--- src/rtl/excp_ctrl.sv ---
// Exception/interrupt sequencer: prioritises a committing event, pulses the CP0 update, holds flush, then redirects fetch.
// Optional event counters (exc_count, int_count) are built when EXCP_CTRL_STATS_EN is defined.
module excp_ctrl #(
    parameter logic [31:0] EXC_VECTOR   = 32'hBFC0_0380,
    parameter int          FLUSH_CYCLES = 2
) (
    input  logic        clk,
    input  logic        rst,
    input  logic        commit_valid,
    output logic        commit_ready,
    input  logic [7:0]  exc_vec,
    input  logic [31:0] commit_pc,
    input  logic        commit_in_ds,
    input  logic [31:0] mem_addr,
    input  logic        int_pending,
    input  logic        status_ie,
    input  logic        status_exl,
    input  logic [31:0] cp0_epc_i,
    output logic        cp0_exc_we,
    output logic        cp0_epc_we,
    output logic [4:0]  cp0_exc_code,
    output logic [31:0] cp0_epc_o,
    output logic        cp0_bd_o,
    output logic        cp0_badv_we,
    output logic [31:0] cp0_badv_o,
    output logic        cp0_eret,
    output logic        flush_o,
    output logic        redir_valid,
    output logic [31:0] redir_pc,
    input  logic        redir_ready
`ifdef EXCP_CTRL_STATS_EN
    ,
    output logic [31:0] exc_count,
    output logic [15:0] int_count
`endif
);

    typedef enum logic [1:0] {IDLE, CP0WR, FLUSH, REDIR} state_t;

    state_t      state, state_nxt;
    logic [3:0]  cnt, cnt_nxt;
    logic        ev_eret;
    logic        int_take;
    logic        take;
    logic [4:0]  code_sel;
    logic        badv_we_sel;
    logic [31:0] badv_sel;
    logic        eret_sel;

    // Event selection, highest priority first
    always_comb begin
        int_take    = int_pending & status_ie & ~status_exl;
        take        = (state == IDLE) & commit_valid & (int_take | (|exc_vec));
        code_sel    = 5'd0;
        badv_we_sel = 1'b0;
        badv_sel    = 32'd0;
        eret_sel    = 1'b0;
        if (int_take) begin
            code_sel = 5'd0;
        end else if (exc_vec[7]) begin
            code_sel    = 5'd4;
            badv_we_sel = 1'b1;
            badv_sel    = commit_pc;
        end else if (exc_vec[6]) begin
            code_sel = 5'd10;
        end else if (exc_vec[5]) begin
            code_sel = 5'd12;
        end else if (exc_vec[4]) begin
            code_sel = 5'd9;
        end else if (exc_vec[3]) begin
            code_sel = 5'd8;
        end else if (exc_vec[2]) begin
            code_sel    = 5'd4;
            badv_we_sel = 1'b1;
            badv_sel    = mem_addr;
        end else if (exc_vec[1]) begin
            code_sel    = 5'd5;
            badv_we_sel = 1'b1;
            badv_sel    = mem_addr;
        end else if (exc_vec[0]) begin
            eret_sel = 1'b1;
        end
    end

    always_comb begin
        state_nxt = state;
        cnt_nxt   = cnt;
        case (state)
            IDLE: begin
                if (take) begin
                    state_nxt = CP0WR;
                    cnt_nxt   = 4'(FLUSH_CYCLES - 1);
                end
            end
            CP0WR: begin
                state_nxt = (cnt == 4'd0) ? REDIR : FLUSH;
            end
            FLUSH: begin
                cnt_nxt = cnt - 4'd1;
                if (cnt <= 4'd1) state_nxt = REDIR;
            end
            REDIR: begin
                if (redir_ready) state_nxt = IDLE;
            end
            default: state_nxt = IDLE;
        endcase
    end

    always_ff @(posedge clk) begin
        if (!rst) begin
            state <= IDLE;
            cnt   <= 4'd0;
        end else begin
            state <= state_nxt;
            cnt   <= cnt_nxt;
        end
    end

    // Registered outputs; data fields are latched at the take cycle
    always_ff @(posedge clk) begin
        if (!rst) begin
            commit_ready <= 1'b1;
            flush_o      <= 1'b0;
            redir_valid  <= 1'b0;
            redir_pc     <= 32'd0;
            cp0_exc_we   <= 1'b0;
            cp0_eret     <= 1'b0;
            cp0_epc_we   <= 1'b0;
            cp0_badv_we  <= 1'b0;
            cp0_exc_code <= 5'd0;
            cp0_epc_o    <= 32'd0;
            cp0_bd_o     <= 1'b0;
            cp0_badv_o   <= 32'd0;
            ev_eret      <= 1'b0;
        end else begin
            commit_ready <= (state_nxt == IDLE);
            flush_o      <= (state_nxt == CP0WR) || (state_nxt == FLUSH);
            redir_valid  <= (state_nxt == REDIR);
            cp0_exc_we   <= take & ~eret_sel;
            cp0_eret     <= take & eret_sel;
            cp0_epc_we   <= take & ~eret_sel & ~status_exl;
            cp0_badv_we  <= take & badv_we_sel;
            if (take) begin
                cp0_exc_code <= code_sel;
                cp0_epc_o    <= commit_in_ds ? (commit_pc - 32'd4) : commit_pc;
                cp0_bd_o     <= commit_in_ds;
                cp0_badv_o   <= badv_sel;
                ev_eret      <= eret_sel & ~int_take;
            end
            // ERET target is captured once, as the redirect is raised
            if (state != REDIR && state_nxt == REDIR)
                redir_pc <= ev_eret ? cp0_epc_i : EXC_VECTOR;
        end
    end

`ifdef EXCP_CTRL_STATS_EN
    always_ff @(posedge clk) begin
        if (!rst) begin
            exc_count <= 32'd0;
            int_count <= 16'd0;
        end else begin
            if (take && !eret_sel && exc_count != 32'hFFFF_FFFF)
                exc_count <= exc_count + 32'd1;
            if (take && int_take && int_count != 16'hFFFF)
                int_count <= int_count + 16'd1;
        end
    end
`endif

endmodule
--- config.mk ---
export PLATFORM = sky130hd
export DESIGN_NAME = excp_ctrl
export DESIGN_NICKNAME = d
export VERILOG_FILES = /design/src/rtl/excp_ctrl.sv
export SDC_FILE = /design/constraint.sdc
export NUM_CORES = 1
export LEC_CHECK = 0
export BUFFER_PORTS_ARGS = -buffer_cell sky130_fd_sc_hd__buf_2
export CAP_MARGIN = 20
export CORE_ASPECT_RATIO = 1.1
export CORE_UTILIZATION = 47
export CTS_CLUSTER_DIAMETER = 100
export DETAILED_ROUTE_END_ITERATION = 8
export GPL_TIMING_DRIVEN = 0
export PLACE_DENSITY = 0.8
export SLEW_MARGIN = 20
export SYNTH_ARGS = -nofsm -noshare
export SYNTH_HDL_FRONTEND = slang
export SYNTH_SLANG_ARGS = --single-unit
--- constraint.sdc ---
create_clock -name clk -period 2.85 [get_ports clk]
set_input_delay 0.4275 -clock clk [delete_from_list [all_inputs] [get_ports clk]]
set_output_delay 0.4275 -clock clk [all_outputs]
set_load 0.005 [all_outputs]
# Yosys cells after proc, flatten, opt, wreduce, memory -nomap -nowiden
# Index checks and enable logic that the tools add are counted.
[totals] ramBits=0 latchBits=0 output_inout_bits=109 regBits=116 rom_bits=0 mem_count=0 inputBits=112
[classes] multipliers=0 bitwise=13 div=0 eq_ne=8 order_cmp=1 reduce_logical=8 shifts=0 muxes=42 add_sub_neg=2
[op_table] cell="2-to-1 mux 32 bit" n=10
[op_table] cell="subtractor 32 x 3 -> 32 bit, second input constant" n=1
[op_table] cell="2-to-1 mux 4 bit" n=7
[op_table] cell="2-to-1 mux 1 bit" n=18
[op_table] cell="bitwise AND 1 bit" n=9
[op_table] cell="equality test 2 bit, second input constant" n=4
[op_table] cell="one-hot mux 2 bit (4 select lines)" n=1
[op_table] cell="one-hot mux 4 bit (2 select lines)" n=1
[op_table] cell="OR reduction 8 bit" n=1
[op_table] cell="2-to-1 mux 2 bit" n=3
[op_table] cell="2-to-1 mux 3 bit" n=2
[op_table] cell="equality test 2 x 1 -> 1 bit, second input constant" n=2
[op_table] cell="<= comparator 4 x 1 -> 1 bit, second input constant" n=1
[op_table] cell="zero test 2 bit" n=2
[op_table] cell="zero test 4 bit" n=1
[op_table] cell="!= test 2 bit, second input constant" n=2
[op_table] cell="subtractor 4 x 1 -> 4 bit, second input constant" n=1
[op_table] cell="inverter 1 bit" n=3
[op_table] cell="AND reduction 2 bit" n=1
[op_table] cell="nonzero test 2 bit" n=1
[op_table] cell="logical AND 1 bit" n=1
[op_table] cell="logical OR 1 bit" n=1
[op_table] cell="OR 1 bit" n=1

# Logic depth before layout (Yosys ltp)
[depth] ltp_word=12 mapped_depth=12 mapped_depth_nobuf=10

# Least setup slack after synthesis
# OpenSTA, ideal clock, no wires.
[synth_timing] path_type="in2reg" start="in commit_valid" end="reg redir_pc[22]" required_ns=2.734 path_buffers=2 stages=10 t_arrival_ns=2.382 setup_slack_ns=0.352 cell_sequence="or3b_2 -> a41oi_4 -> a211oi_1 -> inv_1 -> ha_1 -> and2_1 -> clkbuf_1 -> clkbuf_1 -> nand3b_1 -> o211a_1"
[synth_via] elab_chain_len=6
[synth_lines] item="start: declaration" line="9" source="input logic commit_valid,"
[synth_lines] item="bitwise AND 1 bit (2 in a row)" line="53" source="take = (state == IDLE) & commit_valid & (int_take | (|exc_vec));"
[synth_lines] item="2-to-1 mux 2 bit" line="90" source="if (take) begin"
[synth_lines] item="one-hot mux 2 bit (4 select lines)" line="88" source="case (state)"
[synth_lines] item="named net state_nxt[0]" line="40" source="state_t state, state_nxt;"
[synth_lines] item="equality test 2 bit" line="151" source="if (state != REDIR && state_nxt == REDIR)"
[synth_lines] item="logical AND 1 bit" line="151"
[synth_lines] item="end signal: assignment" line="152" source="redir_pc <= ev_eret ? cp0_epc_i : EXC_VECTOR;"
[synth_lines] item="end: declaration" line="29" source="output logic [31:0] redir_pc,"
# The timed path passes the listed nets, and every way through them passes these cells.
# A chain may end at the register's enable or synchronous reset.

# Final worst setup path
[layout_timing] start="reg cnt[0]" end="reg redir_pc[31]"
[layout_via] elab_chain_len=5
[layout_lines] item="start: declaration" line="41" source="logic [3:0] cnt, cnt_nxt;"
[layout_lines] item="start signal: assignment" line="115" source="cnt <= cnt_nxt;"
[layout_lines] item="<= comparator 4 x 1 -> 1 bit or zero test 4 bit (tied branches)" line="100, 96"
[layout_lines] item="2-to-1 mux 2 bit or 2-to-1 mux 1 bit (tied branches)" line="100, 96"
[layout_lines] item="one-hot mux 2 bit (4 select lines) *" line="88"
[layout_lines] item="named net state_nxt[0]" line="40"
[layout_lines] item="equality test 2 bit *" line="151"
[layout_lines] item="logical AND 1 bit *" line="151"
# Mark *: on every way through the listed nets, which the timed path passes. The rest lies on a longest branch.

==> summary.md <==
| Metric | Value |
|---|---|
| Rows | `39` |
| CP max-delay cell | `a211oi_1` |
| Nets | `918` |
| Initial antenna violation count | `0` |
| Die area | `0.01102 mm2` |
| Final WL | `14,500 um` |
| Peak supply drop | `0.0005139 V` |
| Largest net degree at the start of global routing | `17` |
| TritonCTS clock tree | `built` |
| Crit path max-delay family | `compound AO/OA/AOI/OAI gates` |
| Crit. End Element | `flip-flop` |
| Initial DRC count | `208` |
| Final Max Tran Viols | `0` |
| Critical path fanouts, max | `10` |
| Maximum clock frequency | `395.7 MHz` |
| Worst hold path type | `in -> reg` |
| Initial Util | `48.19%` |
| Worst reg2reg path depth | `10` |
| Post-Syn Nets | `681` |
| Die width | `100.2 um` |
| DRT Pass-1 Iters | `4` |
| Gpl congestion | `0.8188` |
| Share of layout cells above drive strength 1 | `33.09%` |
| Sequential power share | `37.9%` |
| Critical path required time | `3140 ps` |
| Residual DRC | `0` |
| RSZ-0062 raised after global routing | `false` |
| FFs w/ async S/R, synth | `0%` |
| CP Class | `reg -> reg` |
| Max_cap viols | `0` |
| Netlist Area Pre-Place | `0.004985 mm2` |
| Synth Warn # | `0` |
| HPWL Detailed | `11,000 um` |
| CP startpoint kind | `flip-flop` |
| Top_reg_cell synth | `dfxtp_1` |
| IO Pins | `221` |
| Clk pwr share | `44.0%` |
| Antenna Violating Nets Remaining | `0` |
| P&R area growth vs syn | `38.00%` |
| Buf/Inv on CP | `3` |
| Crit-path max cell delay | `430 ps` |
| Drt wl/cell | `15.16 um` |
| Area contributors post-synth | `dfxtp_1 (46%), nand2_1 (7.2%), a22oi_1 (4.8%)` |
| Vias | `5,002` |
| Syn Inst Count | `563` |
| H-tree levels | `4` |
| Pwr dens | `727.1 mW/mm2` |
| Syn avg cell area | `8.854 um2` |
| Crit share post-route | `88.68%` |
| Worst slew pin tran | `796.2 ps` |
| Clock period minus worst slack | `2527 ps` |
| Port Buffers | `216` |
| Worst-path clk slew | `50 ps` |
| GR Util All Layers | `26.11%` |
| CP Cell Sequence | `inv_1, ha_1, o21ai_0, o21ai_0, a211oi_1, inv_1, ha_1, and2_1, clkbuf_1, o211a_1` |
| Final worst slack | `322.6 ps` |
| Num CTS Buffers | `17` |
| Number of global-route vias before repair | `4,743` |
| Critical path depth | `10` |
| Core Area | `0.01034 mm2` |
| Worst hold path cell count | `2` |
| NetSw | `0.001336 W` |
| DR vias/cell | `5.227` |
| Clock Latency Late Sink | `400 ps` |
| Sw Ratio | `26.71%` |
| Area fraction of the dominant cell type after synthesis | `46.18%` |
| Pre-CTS setup slack | `-352.0 ps` |
| Final hold violations | `0` |
| Comb pwr share | `18.1%` |
| Final Skew | `8.427 ps` |
| Sequential element share of the synthesized area | `46.18%` |
| Grt ovf | `0` |
| Distinct cells, synth | `51` |
| Post-synth EDFFs | `0` |
| CTS max path bufs | `2` |
| Status | `complete, no violations` |
| Vert. Die Dim | `110.0 um` |
| Yosys reg bits | `115` |
| P_int | `0.003665 W` |
| CP arrival | `2820 ps` |
| Slew margin rel. | `46.84%` |
| Clock sink total | `115` |
| Worst hold slack | `192.7 ps` |
| # setup viols final | `0` |
| Area leader, netlist | `dfxtp_1` |
| First-pass GRT wire length | `22,360 um` |
| Clock Tree Root | `clkbuf_16` |
| Pleak | `3.201 nW` |
[layout make-up]
| type | count | area [um2] |
|---|---|---|
| fill | 892 | 3466 |
| multi-input combinational | 399 | 2482 |
| sequential | 115 | 2302 |
| timing repair buffer | 219 | 1104 |
| clock buffer | 21 | 450.4 |
| tap | 143 | 178.9 |
| buffer | 40 | 170.2 |
| clock inverter | 11 | 158.9 |
| inverter | 8 | 30.03 |
| antenna | 1 | 2.502 |
[metrics by stage]
stage	setup TNS (ps)	std cells	total power, W	area, um2	utilization, %
global route	0	956	0.005228	6877	66.47
finish	0	957	0.005002	6879	66.50
CTS	0	954	0.005012	6858	66.29
global placement	-5081	922	0.002778	6245	60.37
floorplan	0	563	0.002398	4985	-
detailed placement	-8406	922	0.002813	6245	60.37
[final timing paths]
check / slack (ps) / to / startpoint
max: 320 / redir_pc[31] / cnt[0]
min: 190 / cp0_epc_we / status_exl
max reg2reg: 320 / redir_pc[31] / cnt[0]
min reg2reg: 440 / cp0_epc_o[24] / cp0_epc_o[24]
[repair_timing]
action	4_1_cts	5_1_grt
resized for setup	3	0
endpoints found under the setup margin	23	28
hold buffers	0	0
hold endpoints to repair	0	0
setup buffers	0	3
[metal layers]
layer | global-route usage (%) | vias up | wire length (um) | share of wire, %
li1 | - | 2463 | - | -
met1 | 28.29 | 2321 | 5717 | 39
met2 | 47.99 | 203 | 7369 | 51
met3 | 8.323 | 15 | 1258 | 8.7
met4 | 8.903 | 0 | 159 | 1.1
met5 | 0 | - | 0 | 0
[synth_stat cells (2+ instances only)]
cell type	instances
or4_1	2
nor2_1	18
o211a_1	17
o21ai_0	43
nand4b_1	4
ha_1	6
clkbuf_1	33
nor4_1	6
nand3_1	28
o21ai_1	17
nand4_1	2
xnor2_1	8
nand2b_1	3
mux2i_1	3
buf_2	3
a21oi_1	5
a21boi_0	20
dfxtp_1	115
xor2_1	19
and3_1	3
nand3b_1	18
inv_1	8
nor2b_1	7
or3_1	2
a22o_1	4
nand2_1	95
nor4_4	3
o21ai_2	2
buf_1	2
nor3_1	9
a22oi_1	32
and2_1	7
[power groups by stage]
stage	Sequential (W)	Combinational, W	Clock [W]
finish	0.00189	0.000907	0.00220
floorplan	0.00193	0.000467	0
detailed placement	0.00192	0.000892	0
CTS	0.00189	0.000902	0.00222
global placement	0.00191	0.000865	0
global route	0.00191	0.00101	0.00230
[cells by family after synthesis]
group / share of synthesized area, %
AO/OA/AOI/OAI: 20.51
multiplexers: 0.6024
adder cells (fa/ha/maj): 1.506
AND/OR/NAND/NOR: 22.36
buffers and inverters: 4.016
XOR/XNOR: 4.744
other: 0.07523
flip-flops: 46.18
[worst reg2reg max path: stages (launching register included)]
cell	delay, ps
dfxtp_1	360
inv_1	90
ha_1	220
o21ai_0	140
o21ai_0	100
a211oi_1	430
inv_1	90
ha_1	230
and2_1	240
clkbuf_1	260
o211a_1	260
[state kept, by name (all words and copies together), names as in the netlist, 2 cells and up]
| register | flops |
|---|---|
| cnt | 4 |
| cp0_badv_o | 32 |
| cp0_epc_o | 32 |
| cp0_exc_code | 4 |
| redir_pc | 32 |
| state | 2 |
[layout by cell type, fill, tap and decap left out, types with 9 or more instances in the layout]
master / synthesis / layout
xor2_1: 19 / 19
nand3_1: 28 / 28
o21ai_0: 43 / 43
clkbuf_1: 33 / 32
a21boi_0: 20 / 20
dfxtp_1: 115 / 115
clkbuf_16: 0 / 17
buf_2: 3 / 219
nand2_1: 95 / 95
nor2_1: 18 / 18
o21ai_1: 17 / 17
nand3b_1: 18 / 18
a22oi_1: 32 / 32
o211a_1: 17 / 17
nor3_1: 9 / 9
Note: power is estimated with default switching activity, not from simulation.
